**src/rtl/hazard_stall_controller_if.sv**
```systemverilog
// hazard_stall_controller_if: hazard inputs from the pipeline and the stall/flush controls returned to it.
interface hazard_stall_controller_if #(parameter int CNT_W = 32);
    logic [4:0]       rs_id;
    logic [4:0]       rt_id;
    logic             uses_rs_id;
    logic             uses_rt_id;
    logic             hilo_use_id;
    logic             r_enable_ex;
    logic [4:0]       reg_dest_ex;
    logic             muldiv_start_ex;
    logic             pcsel_mem;
    logic             pc_write;
    logic             if_id_write;
    logic             id_ex_bubble;
    logic             if_id_flush;
    logic             id_ex_flush;
    logic             ex_mem_flush;
    logic             muldiv_busy;
    logic [CNT_W-1:0] stall_cycles;
    modport master (
        output rs_id, rt_id, uses_rs_id, uses_rt_id, hilo_use_id,
               r_enable_ex, reg_dest_ex, muldiv_start_ex, pcsel_mem,
        input  pc_write, if_id_write, id_ex_bubble, if_id_flush,
               id_ex_flush, ex_mem_flush, muldiv_busy, stall_cycles
    );
    modport slave (
        input  rs_id, rt_id, uses_rs_id, uses_rt_id, hilo_use_id,
               r_enable_ex, reg_dest_ex, muldiv_start_ex, pcsel_mem,
        output pc_write, if_id_write, id_ex_bubble, if_id_flush,
               id_ex_flush, ex_mem_flush, muldiv_busy, stall_cycles
    );
endinterface

```
**src/rtl/hazard_stall_controller.sv**
```systemverilog
// hazard_stall_controller: load-use / HI-LO stall and branch flush sequencer for a 5-stage MIPS pipeline.
module hazard_stall_controller #(
    parameter int MULDIV_LAT = 32,
    parameter int CNT_W      = 32
) (
    input logic                       clk_i,
    input logic                       rst_ni,
    hazard_stall_controller_if.slave  bus
);
    typedef enum logic {IDLE, BUSY} state_t;
    localparam int LAT_W = MULDIV_LAT > 1 ? $clog2(MULDIV_LAT) : 1;
    state_t           state_q;
    logic [LAT_W-1:0] count_q;
    logic             busy_q;
    logic [CNT_W-1:0] stall_cnt_q;
    logic [CNT_W-1:0] stall_cnt_d;
    logic             load_use;
    logic             md_start;
    logic             hilo_stall;
    logic             stall;
    logic             flush;
    assign load_use   = bus.r_enable_ex && bus.reg_dest_ex != 5'd0 &&
                        ((bus.uses_rs_id && bus.rs_id == bus.reg_dest_ex) ||
                         (bus.uses_rt_id && bus.rt_id == bus.reg_dest_ex));
    // A start paired with a taken branch belongs to a squashed instruction.
    assign md_start   = bus.muldiv_start_ex && !bus.pcsel_mem;
    assign hilo_stall = bus.hilo_use_id && (md_start || state_q == BUSY);
    assign stall      = load_use || hilo_stall;
    assign flush      = bus.pcsel_mem;
    always_comb begin
        stall_cnt_d = (stall && !flush && !(&stall_cnt_q)) ? stall_cnt_q + 1'b1 : stall_cnt_q;
    end
    assign bus.pc_write     = rst_ni && (flush || !stall);
    assign bus.if_id_write  = rst_ni && (flush || !stall);
    assign bus.id_ex_bubble = rst_ni && !flush && stall;
    assign bus.if_id_flush  = rst_ni && flush;
    assign bus.id_ex_flush  = rst_ni && flush;
    assign bus.ex_mem_flush = rst_ni && flush;
    assign bus.muldiv_busy  = busy_q;
    assign bus.stall_cycles = stall_cnt_q;
    // A branch during BUSY never aborts: the op in flight is older than the branch.
    always_ff @(posedge clk_i or negedge rst_ni) begin
        if (!rst_ni) begin
            state_q     <= IDLE;
            count_q     <= '0;
            busy_q      <= 1'b0;
            stall_cnt_q <= '0;
        end else begin
            stall_cnt_q <= stall_cnt_d;
            if (state_q == IDLE) begin
                if (md_start && MULDIV_LAT > 1) begin
                    state_q <= BUSY;
                    busy_q  <= 1'b1;
                    count_q <= LAT_W'(MULDIV_LAT - 1);
                end
            end else if (count_q == LAT_W'(1)) begin
                state_q <= IDLE;
                busy_q  <= 1'b0;
                count_q <= '0;
            end else begin
                count_q <= count_q - 1'b1;
            end
        end
    end
endmodule

```
**src/flat_wrapper.sv**
```systemverilog
// flat-port wrapper written by rule: the top's interface ports become plain ports
module hazard_stall_controller_flat 
#(
    parameter int MULDIV_LAT = 32,
    parameter int CNT_W      = 32
)
  (clk_i, rst_ni, bus_rs_id, bus_rt_id, bus_uses_rs_id, bus_uses_rt_id, bus_hilo_use_id, bus_r_enable_ex, bus_reg_dest_ex, bus_muldiv_start_ex, bus_pcsel_mem, bus_pc_write, bus_if_id_write, bus_id_ex_bubble, bus_if_id_flush, bus_id_ex_flush, bus_ex_mem_flush, bus_muldiv_busy, bus_stall_cycles);
  hazard_stall_controller_if #(.CNT_W(CNT_W)) bus_i ();
  input logic clk_i;
  input logic rst_ni;
  input wire logic [$bits(bus_i.rs_id)-1:0] bus_rs_id;
  input wire logic [$bits(bus_i.rt_id)-1:0] bus_rt_id;
  input wire logic [$bits(bus_i.uses_rs_id)-1:0] bus_uses_rs_id;
  input wire logic [$bits(bus_i.uses_rt_id)-1:0] bus_uses_rt_id;
  input wire logic [$bits(bus_i.hilo_use_id)-1:0] bus_hilo_use_id;
  input wire logic [$bits(bus_i.r_enable_ex)-1:0] bus_r_enable_ex;
  input wire logic [$bits(bus_i.reg_dest_ex)-1:0] bus_reg_dest_ex;
  input wire logic [$bits(bus_i.muldiv_start_ex)-1:0] bus_muldiv_start_ex;
  input wire logic [$bits(bus_i.pcsel_mem)-1:0] bus_pcsel_mem;
  output wire logic [$bits(bus_i.pc_write)-1:0] bus_pc_write;
  output wire logic [$bits(bus_i.if_id_write)-1:0] bus_if_id_write;
  output wire logic [$bits(bus_i.id_ex_bubble)-1:0] bus_id_ex_bubble;
  output wire logic [$bits(bus_i.if_id_flush)-1:0] bus_if_id_flush;
  output wire logic [$bits(bus_i.id_ex_flush)-1:0] bus_id_ex_flush;
  output wire logic [$bits(bus_i.ex_mem_flush)-1:0] bus_ex_mem_flush;
  output wire logic [$bits(bus_i.muldiv_busy)-1:0] bus_muldiv_busy;
  output wire logic [$bits(bus_i.stall_cycles)-1:0] bus_stall_cycles;
  assign bus_i.rs_id = bus_rs_id;
  assign bus_i.rt_id = bus_rt_id;
  assign bus_i.uses_rs_id = bus_uses_rs_id;
  assign bus_i.uses_rt_id = bus_uses_rt_id;
  assign bus_i.hilo_use_id = bus_hilo_use_id;
  assign bus_i.r_enable_ex = bus_r_enable_ex;
  assign bus_i.reg_dest_ex = bus_reg_dest_ex;
  assign bus_i.muldiv_start_ex = bus_muldiv_start_ex;
  assign bus_i.pcsel_mem = bus_pcsel_mem;
  assign bus_pc_write = bus_i.pc_write;
  assign bus_if_id_write = bus_i.if_id_write;
  assign bus_id_ex_bubble = bus_i.id_ex_bubble;
  assign bus_if_id_flush = bus_i.if_id_flush;
  assign bus_id_ex_flush = bus_i.id_ex_flush;
  assign bus_ex_mem_flush = bus_i.ex_mem_flush;
  assign bus_muldiv_busy = bus_i.muldiv_busy;
  assign bus_stall_cycles = bus_i.stall_cycles;
  hazard_stall_controller #(.MULDIV_LAT(MULDIV_LAT), .CNT_W(CNT_W)) u_core (.clk_i(clk_i), .rst_ni(rst_ni), .bus(bus_i));
endmodule
```
**config.mk**
```make
export PLATFORM = sky130hd
export DESIGN_NAME = hazard_stall_controller_flat
export DESIGN_NICKNAME = d
export VERILOG_FILES = /design/src/rtl/hazard_stall_controller_if.sv /design/src/rtl/hazard_stall_controller.sv /design/src/flat_wrapper.sv
export SDC_FILE = /design/constraint.sdc
export NUM_CORES = 1
export LEC_CHECK = 0
export ABC_AREA = 1
export CORE_MARGIN = 4
export CORE_UTILIZATION = 40
export CTS_BUF_LIST = sky130_fd_sc_hd__clkbuf_8
export CTS_CLUSTER_SIZE = 10
export DETAILED_ROUTE_END_ITERATION = 8
export PLACE_DENSITY = 0.65
export SYNTH_ARGS = -nofsm -noshare
export SYNTH_HDL_FRONTEND = slang
export SYNTH_SLANG_ARGS = --single-unit
```
**constraint.sdc**
```tcl
create_clock -name clk_i -period 2.1 [get_ports clk_i]
set_input_delay 0.42 -clock clk_i [delete_from_list [all_inputs] [get_ports clk_i]]
set_output_delay 0.42 -clock clk_i [all_outputs]
set_load 0.05 [all_outputs]
```
== Word level (Yosys, flattened, before mapping) ==
Index checks and enable logic that the tools add are counted.
Widths: inputs -> output; s select.

* Equal/unequal tests: 4
* Reductions and logical operators: 23
* Multiplexer cells: 9
* Add/subtract/negate cells: 2

{| class="wikitable"
|+ Operators by type and width
! operator !! number
|-
| $add 32x1->32 const B || 1
|-
| $reduce_and 32->1 || 1
|-
| $mux 5 || 3
|-
| $logic_and 1x1->1 || 12
|-
| $eq 5x5->1 || 2
|-
| $mux 1 || 6
|-
| $eq 5x1->1 const B || 1
|-
| $reduce_bool 5->1 || 1
|-
| $sub 5x1->5 const B || 1
|-
| $logic_or 1x1->1 || 4
|-
| $logic_not 1->1 || 3
|-
| $ne 2x2->1 const B || 1
|-
| $reduce_and 2->1 || 1
|-
| $reduce_bool 2->1 || 1
|}

* Register bits after elaboration: 39
* Input port bits: 23
* Output and inout port bits: 39
* Logic and storage cells: 42

== Depth between registers and ports, before layout ==
Gate-level depths: netlist of the first run.

* Word-level depth: 8
* Depth in mapped cells: 13
* Gate-level depth less buffers: 11

== Worst setup path after synthesis of the first run ==
No wires, ideal clock.

* Path kind: input port to output port
* Start: input bus_pcsel_mem
* End: output bus_pc_write
* Stages: 9
* Arrival time: 2.384 ns
* Data required time: 1.680 ns
* Path buffers: 3
* Slack: -0.704 ns
* Cells stage by stage: inv_1 -> a21oi_1 -> inv_1 -> nand2_1 -> nand2_1 -> buf_2 -> buf_2 -> a21oi_1 -> buf_4

* Word-level cells in the longest chain between the ends: 8

{| class="wikitable"
|+ RTL lines
! what !! RTL line !! RTL
|-
| from (decl) || flat_wrapper.sv:19 || <nowiki>input wire logic [$bits(bus_i.pcsel_mem)-1:0] bus_pcsel_mem;</nowiki>
|-
| $logic_not 1->1 || hazard_stall_controller.sv:26 || <nowiki>assign md_start = bus.muldiv_start_ex && !bus.pcsel_mem;</nowiki>
|-
| $logic_and 1x1->1 || hazard_stall_controller.sv:26 ||
|-
| $logic_or 1x1->1 || hazard_stall_controller.sv:27 || <nowiki>assign hilo_stall = bus.hilo_use_id && (md_start || state_q == BUSY);</nowiki>
|-
| $logic_and 1x1->1 || hazard_stall_controller.sv:27 ||
|-
| $logic_or 1x1->1 || hazard_stall_controller.sv:28 || <nowiki>assign stall = load_use || hilo_stall;</nowiki>
|-
| $logic_not 1->1 || n/a ||
|-
| $logic_or 1x1->1 * || n/a ||
|-
| $logic_and 1x1->1 * || n/a ||
|-
| to (decl) || flat_wrapper.sv:20 || <nowiki>output wire logic [$bits(bus_i.pc_write)-1:0] bus_pc_write;</nowiki>
|}

Every way passes the cells marked *; elsewhere a longest branch is shown, timed or not.

== Worst setup path in the final report of the first run ==
* Start: register u_core.stall_cnt_q[0], in the netlist u_core.bus.stall_cycles[0]
* End: output bus_stall_cycles[0]

{| class="wikitable"
|+ RTL lines
! what !! RTL line !! RTL
|-
| from (decl) || hazard_stall_controller.sv:15 || <nowiki>logic [CNT_W-1:0] stall_cnt_q;</nowiki>
|-
| from (signal assigned) || hazard_stall_controller.sv:49 || <nowiki>stall_cnt_q <= stall_cnt_d;</nowiki>
|-
| to (decl) || flat_wrapper.sv:27 || <nowiki>output wire logic [$bits(bus_i.stall_cycles)-1:0] bus_stall_cycles;</nowiki>
|}

No word-level cell between the ends.

==> results of run 1 <==
-- sequential cells by signal, indices dropped and copies added (netlist names) --
register and count:
u_core.bus.stall_cycles 32, u_core.state_q 1, u_core.bus.muldiv_busy 1, u_core.count_q 5
-- cell type report --
type	count	share of cell area
Multi-Input combinational cell	351	0.4401
Inverter	42	0.04204
Clock inverter	1	0.001970
Clock buffer	7	0.02529
Timing Repair Buffer	80	0.2030
Sequential cell	39	0.2562
Tap cell	96	0.03153
-- power breakdown --
group | total (mW) | switching (mW) | leakage, nW | internal, mW
clock | 0.578 | 0.279 | 0.0505 | 0.299
sequential | 0.985 | 0.119 | 0.520 | 0.865
combinational | 0.987 | 0.610 | 1.36 | 0.377
-- final timing paths --
check | from | endpoint | slack [ns] | cells past startpoint
min in group clk_i | u_core.bus.muldiv_busy$_DFFE_PN0P_ | u_core.bus.muldiv_busy$_DFFE_PN0P_ | 0.51 | 1
setup / recovery | u_core.bus.stall_cycles[0]$_DFFE_PN0P_ | bus_stall_cycles[0] | 0.06 | 2
max in group asynchronous | rst_ni | u_core.bus.stall_cycles[24]$_DFFE_PN0P_ | 1.73 | 2
hold reg to reg | u_core.bus.muldiv_busy$_DFFE_PN0P_ | u_core.bus.muldiv_busy$_DFFE_PN0P_ | 0.51 | 1
setup reg to reg | u_core.bus.stall_cycles[1]$_DFFE_PN0P_ | u_core.bus.stall_cycles[22]$_DFFE_PN0P_ | 0.26 | 12
hold / removal | rst_ni | u_core.bus.stall_cycles[17]$_DFFE_PN0P_ | 0.13 | 2
-- metrics by stage --
stage / cells / total power, mW / hold WS (ns)
global route: 616 / 2.717 / 0.1604
floorplan: 449 / 1.643 / 0.1244
detailed placement: 608 / 2.002 / 0.4623
global placement: 608 / 1.971 / 0.4735
CTS: 616 / 2.571 / 0.1388
finish: 616 / 2.549 / 0.1332
-- cell usage in the layout, fill, tap and decap left out, types with 3 or more instances in the layout --
master | synthesis | routed
clkbuf_2 | 0 | 3
inv_1 | 41 | 37
o21ai_0 | 5 | 4
a21oi_1 | 6 | 4
buf_4 | 3 | 21
nand3_1 | 9 | 9
xnor2_1 | 6 | 6
nand3b_1 | 13 | 13
nand4_1 | 33 | 33
clkdlybuf4s50_1 | 0 | 32
dlygate4sd2_1 | 0 | 14
dfrtp_1 | 39 | 39
nand2_1 | 192 | 191
inv_2 | 1 | 4
ha_1 | 3 | 3
nor2_1 | 62 | 61
clkbuf_8 | 0 | 7
xor2_1 | 10 | 10
buf_12 | 0 | 6
-- layer usage --
layer  GRT usage  up-vias  share of wire
met5           0        -              0
met3     0.03818        8          0.051
met1      0.2485     1353           0.48
met4     0.05128        0          0.011
met2      0.3083       58           0.46
li1            -     1555              -
-- cells by family (layout without fill, tap and decap cells) --
| family | after synthesis | in the layout | share of synthesized area |
|---|---|---|---|
| buffers and inverters | 59 | 130 | 0.08894 |
| adders and majority gates | 3 | 3 | 0.01302 |
| DFF | 39 | 39 | 0.3384 |
| and+or+nand+nor | 318 | 318 | 0.4837 |
| AOI/OAI and AO/OA | 14 | 14 | 0.02733 |
| xor gates and xnor gates | 16 | 16 | 0.04859 |
-- what timing repair did --
item / CTS / global route
gates resized for setup: 20 / 9
pin swaps: 16 / 1
setup endpoints to repair: 3 / 4
hold endpoints to repair: 0 / 0
-- worst reg2reg max path, stage by stage (launching register included) --
cell and delay (ns):
dfrtp_1 0.42, ha_1 0.23, nand3_1 0.12, inv_2 0.09, nand2_4 0.09, nor2_8 0.05, nand3_4 0.10, buf_4 0.24
inv_1 0.06, nor2_1 0.13, nand3_1 0.09, nand2_1 0.07, nand2_1 0.05
==> impl_results.md, run 1 <==
* Minimum clock period at 2.037 ns
* Most common cell in the netlist: nand2_1
* Site Rows at 30
* Final Hold Viols at 0
* Sequential cell area at roughly 980 um^2
* Rel. slew slack at 0.6565
* Vias in the first global route at roughly 2,900
* CTS Buffer Depth at 2
* RSZ-0062 raised after global routing: false
* Final setup margin at approximately 0.063 ns
* Post-synth ARST share at 1.000
* Seq cells post-synth at 39
* Vias/cell at approximately 4.8
* PortBufs at 61
* Post-Syn Area per Cell at between 6 and 7 um^2
* Post-CTS Setup Bufs at 0
* Largest fanout on the critical path at 6
* Setup_tns at 0 ns
* Least-Margin Pin Slew at roughly 0.51 ns
* Largest stage delay, worst path at 0.81 ns
* Seq/Total Area, Yosys at 0.3384
* Die width at between 90 and 100 um
* HPWL after detailed placement at about 6 mm
* Routability Congestion at about 0.91
* Pre-CTS worst setup slack at -0.2720 ns
* Post-synth top area share at 0.3384
* Sink Count at 39
* Grt ovf at 0
* # DRC at 0
* Max IR drop VDD at between 0.3 and 0.4 mV
* Critical-path cell list: buf_4 > clkdlybuf4s50_1
* CP Buf/Inv Count at 2
* CP max-delay cell: clkdlybuf4s50_1
* CTS tree: done
* Synth cell count leaders: nand2_1, nor2_1, inv_1
* Crit. End Element: output port
* Yosys top cell by area: dfrtp_1
* Synth Net Count at 475
* Largest net degree at the start of global routing at 38
* Ant diodes at 0
* Fin area at approximately 0.0038 mm^2
* Core area at 0.006907 mm^2
* GRT Util Overall at 0.1871
* Cells after Synth at between 400 and 500
* Ys flop type: dfrtp_1
* Post-synth EDFFs at 0
* Final setup fails at 0
* Reg clk slew, reported paths at 0.08 ns
* Area post-placement at around 0.0037 mm^2
* Htree depth at 2
* Nets at between 500 and 600
* Antenna violations before repair at 0
* Vias at 2,974
* Drt wl/cell at 12.45 um
* Fmax at slightly below 500 MHz
* Status: finished clean
* Final Core Density at 0.5516
* Starting Density at 0.4176
* Root Driver: clkbuf_8
* First-pass GRT wire length at 13.25 mm
* Num CTS Buffers at 5
* Syn. warnings at 0
* Worst Path Required at 1.68 ns
* Starting DRT DRC Count at 123
* Worst Setup Start Kind: flip-flop
* Layout cells sized above 1 at 0.1058
* Final slew viol count at 0
* Area of the multi-input gates at about 0.0017 mm^2
* Pwr Density at between 600 and 700 mW/mm^2
* # hold bufs at CTS at 0
* Die Ht at a little over 90 um
* Total wire length at 7.672 mm
* Hold/Removal Path Class: primary input to async pin
* Filler cell count at a little over 700
* Synth unique cells at 29
* Static leakage at 1.932 nW
* Fin crit share at 0.9700
* Clock Skews at roughly 0.0045 ns
* # IOs at 62
* Syn Std Cell Area at about 0.0029 mm^2
* CP Class: flip-flop to output port
* Router iterations before antenna repair at 5
* Number of max-cap violations at 0
* WP data arrival at roughly 1.6 ns
* Area contributors post-synth: dfrtp_1, nand2_1, nor2_1
* Worst path top cell family by delay: buffers and inverters
* Die area at about 0.0086 mm^2
* Area Growth Syn to Fin at 32.10%
* ANT nets after route at 0
* Clock latency on the worst-skew pair at ~0.30 ns
No activity file was read; power rests on OpenSTA's default activity.
==> inputs of run 2 (changes only) <==
--- a/config.mk
+++ b/config.mk
@@ -12,6 +12,7 @@
 export CTS_CLUSTER_SIZE = 10
 export DETAILED_ROUTE_END_ITERATION = 8
 export PLACE_DENSITY = 0.65
+export SLEW_MARGIN = 10
 export SYNTH_ARGS = -nofsm -noshare
 export SYNTH_HDL_FRONTEND = slang
 export SYNTH_SLANG_ARGS = --single-unit
==> results of run 2 <==
The final DEF is identical to that of run 1; final timing and power are the same.
==> inputs of run 3 (changes only) <==
--- a/config.mk
+++ b/config.mk
@@ -11,7 +11,7 @@
 export CTS_BUF_LIST = sky130_fd_sc_hd__clkbuf_8
 export CTS_CLUSTER_SIZE = 10
 export DETAILED_ROUTE_END_ITERATION = 8
-export PLACE_DENSITY = 0.65
+export PLACE_DENSITY = 0.76
 export SLEW_MARGIN = 10
 export SYNTH_ARGS = -nofsm -noshare
 export SYNTH_HDL_FRONTEND = slang
==> run 3 against run 2 <==
Routed wire length grew 5.5%. Flip-flop and latch count is the same. Clock-buffer cell count shrank 1. Worst hold slack gained 0.042 ns. Total power grew 5.6%. Cell count shrank 0.16%. Sequential power is essentially flat. Highest routed layer unchanged.
==> impl_results.md, run 3 (synthesized netlist as in run 1, its figures left out) <==
* Status: finished clean (unchanged)
* Minimum clock period at 2.042 ns (was 2.037 ns)
* First-pass GRT wire length at 13.66 mm (was 13.25 mm)
* Num CTS Buffers at 5 (unchanged)
* Site Rows at 30 (unchanged)
* Die width at 92.91 um (unchanged)
* Clock Skews at 0.006650 ns (was 0.004539 ns)
* Worst Setup Start Kind: flip-flop (unchanged)
* Total wire length at 8.096 mm (was 7.672 mm)
* Router iterations before antenna repair at 5 (unchanged)
* Number of max-cap violations at 0 (unchanged)
* Vias/cell at 5.091 (was 4.828)
* Worst Path Required at 1.68 ns (about the same)
* CTS Buffer Depth at 2 (unchanged)
* Largest net degree at the start of global routing at 38 (unchanged)
* Worst reg2reg path startpoint: u_core.bus.stall_cycles[1]$_DFFE_PN0P_ (unchanged)
* Sink Count at 39 (unchanged)
* Largest fanout on the critical path at 6 (unchanged)
* RSZ-0062 raised after global routing: false (unchanged)
* Reg2reg setup slack at 0.26 ns (about the same)
* Core area at 0.006907 mm^2 (unchanged)
* Starting DRT DRC Count at 258 (was 123)
* Grt ovf at 0 (unchanged)
* # IOs at 62 (unchanged)
* # DRC at 0 (unchanged)
* Area Growth Syn to Fin at 33.54% (was 32.10%)
* Die area at 0.008632 mm^2 (unchanged)
* # hold bufs at CTS at 0 (unchanged)
* Largest stage delay, worst path at 0.85 ns (was 0.81 ns)
* Rel. slew slack at 0.6480 (was 0.6565)
* Filler cell count at 675 (was 704)
* Clock latency on the worst-skew pair at 0.29 ns (was 0.30 ns)
* Routability Congestion at 0.9153 (was 0.9105)
* PortBufs at 61 (unchanged)
* Final Hold Viols at 0 (unchanged)
* Antenna violations before repair at 0 (unchanged)
* Layout cells sized above 1 at 0.1137 (was 0.1058)
* Most frequent cells in the layout: nand2_1, nor2_1, dfrtp_1, inv_1, clkdlybuf4s50_1 (was nand2_1, nor2_1, dfrtp_1, inv_1, nand4_1)
* Hold/Removal Path Class: primary input to async pin (unchanged)
* CP Class: flip-flop to output port (unchanged)
* Final slew viol count at 0 (unchanged)
* Capture point of the worst reg-to-reg path: u_core.bus.stall_cycles[0]$_DFFE_PN0P_ (was u_core.bus.stall_cycles[22]$_DFFE_PN0P_)
* Ant diodes at 0 (unchanged)
* Starting Density at 0.4176 (unchanged)
* ANT nets after route at 0 (unchanged)
* Worst Setup SP: u_core.bus.stall_cycles[24]$_DFFE_PN0P_ (was u_core.bus.stall_cycles[0]$_DFFE_PN0P_)
* Reg clk slew, reported paths at 0.08 ns (about the same)
* Final Core Density at 0.5576 (was 0.5516)
* Pwr Density at 699.0 mW/mm^2 (was 669.2 mW/mm^2)
* HPWL after detailed placement at 6.195 mm (was 6.148 mm)
* CTS tree: done (unchanged)
* CP max-delay cell: clkdlybuf4s50_1 (unchanged)
* Max IR drop VDD at 0.3107 mV (was 0.3832 mV)
* Final setup fails at 0 (unchanged)
* Worst path top cell family by delay: buffers and inverters (unchanged)
* Fmax at 489.8 MHz (was 490.9 MHz)
* Fin crit share at 0.9722 (was 0.9700)
* Least-Margin Pin Slew at 0.5263 ns (was 0.5136 ns)
* Most common cell after layout, fill and taps aside: nand2_1 (unchanged)
* GRT Util Overall at 0.1935 (was 0.1871)
* Pre-CTS worst setup slack at -0.3129 ns (was -0.2720 ns)
* Setup_tns at 0 ns (unchanged)
* WP data arrival at 1.62 ns (about the same)
* Final setup margin at 0.05831 ns (was 0.06307 ns)
* Vias at 3,131 (was 2,974)
* Crit. End Element: output port (unchanged)
* Die Ht at 92.91 um (unchanged)
* Critical-path cell list: clkdlybuf4s50_1 (was buf_4 > clkdlybuf4s50_1)
* Static leakage at 1.945 nW (was 1.932 nW)
* Drt wl/cell at 13.16 um (was 12.45 um)
* Vias in the first global route at 3,043 (was 2,861)
* Max reg flops at 32 (unchanged)
* Nets at 544 (was 545)
* Reg2Reg Depth at 10 (was 12)
* Htree depth at 2 (unchanged)
* Capture point of the critical path: bus_stall_cycles[24] (was bus_stall_cycles[0])
* WP depth at 1 (was 2)
* Root Driver: clkbuf_8 (unchanged)
* CP Buf/Inv Count at 1 (was 2)
==> run 3: worst min-delay path by stage <==
stage | from | end | slack, ns | cells past startpoint
2_1_floorplan | rst_ni | u_core.bus.muldiv_busy$_DFFE_PN0P_ | 0.12 | 0
3_3_place_gp | u_core.bus.muldiv_busy$_DFFE_PN0P_ | u_core.bus.muldiv_busy$_DFFE_PN0P_ | 0.49 | 1
3_5_place_dp | rst_ni | u_core.bus.stall_cycles[13]$_DFFE_PN0P_ | 0.50 | 2
4_1_cts | rst_ni | u_core.bus.stall_cycles[15]$_DFFE_PN0P_ | 0.18 | 2
5_1_grt | rst_ni | u_core.bus.stall_cycles[15]$_DFFE_PN0P_ | 0.19 | 2
6_report | rst_ni | u_core.bus.stall_cycles[15]$_DFFE_PN0P_ | 0.18 | 2
==> run 3: area by class of cell <==
cell class | instances | area [um^2] | share of cell area
clock inverter | 2 | 35.03 | 0.009097
sequential | 39 | 975.9 | 0.2534
multi-input combinational | 351 | 1697 | 0.4405
clock buffer | 6 | 82.58 | 0.02144
timing repair buffer | 79 | 780.7 | 0.2027
tap | 96 | 120.1 | 0.03119
inverter | 42 | 160.2 | 0.04159
==> run 3: repair_timing <==
action                                  4_1_cts  5_1_grt
pin swaps                                    16       11
gates resized for setup                      23       13
endpoints found under the setup margin        6        3
setup buffers                                 2        1
==> run 3: power by group <==
group | internal, mW | total [mW] | switching (mW) | leakage [nW]
clock network | 0.385 | 0.663 | 0.278 | 0.0612
registers | 0.865 | 0.983 | 0.117 | 0.520
logic | 0.400 | 1.05 | 0.647 | 1.36
==> run 3: per-layer routing <==
layer	vias to the layer above	GRT usage	wire length, um
li1	1559	-	-
met3	18	0.04793	681
met4	0	0.05983	151
met5	-	0	0
met1	1423	0.2341	3442
met2	131	0.3365	3821
==> run 3: per-stage QoR <==
step | hold slack [ns] | cell area (um^2) | std cells | total power, mW
after floorplan | 0.1244 | 2923 | 449 | 1.643
after global placement | 0.4914 | 3716 | 604 | 1.969
after detailed placement | 0.4988 | 3716 | 604 | 2.010
after CTS | 0.1754 | 3850 | 614 | 2.695
after global routing | 0.1913 | 3851 | 615 | 2.849
final | 0.1755 | 3851 | 615 | 2.692
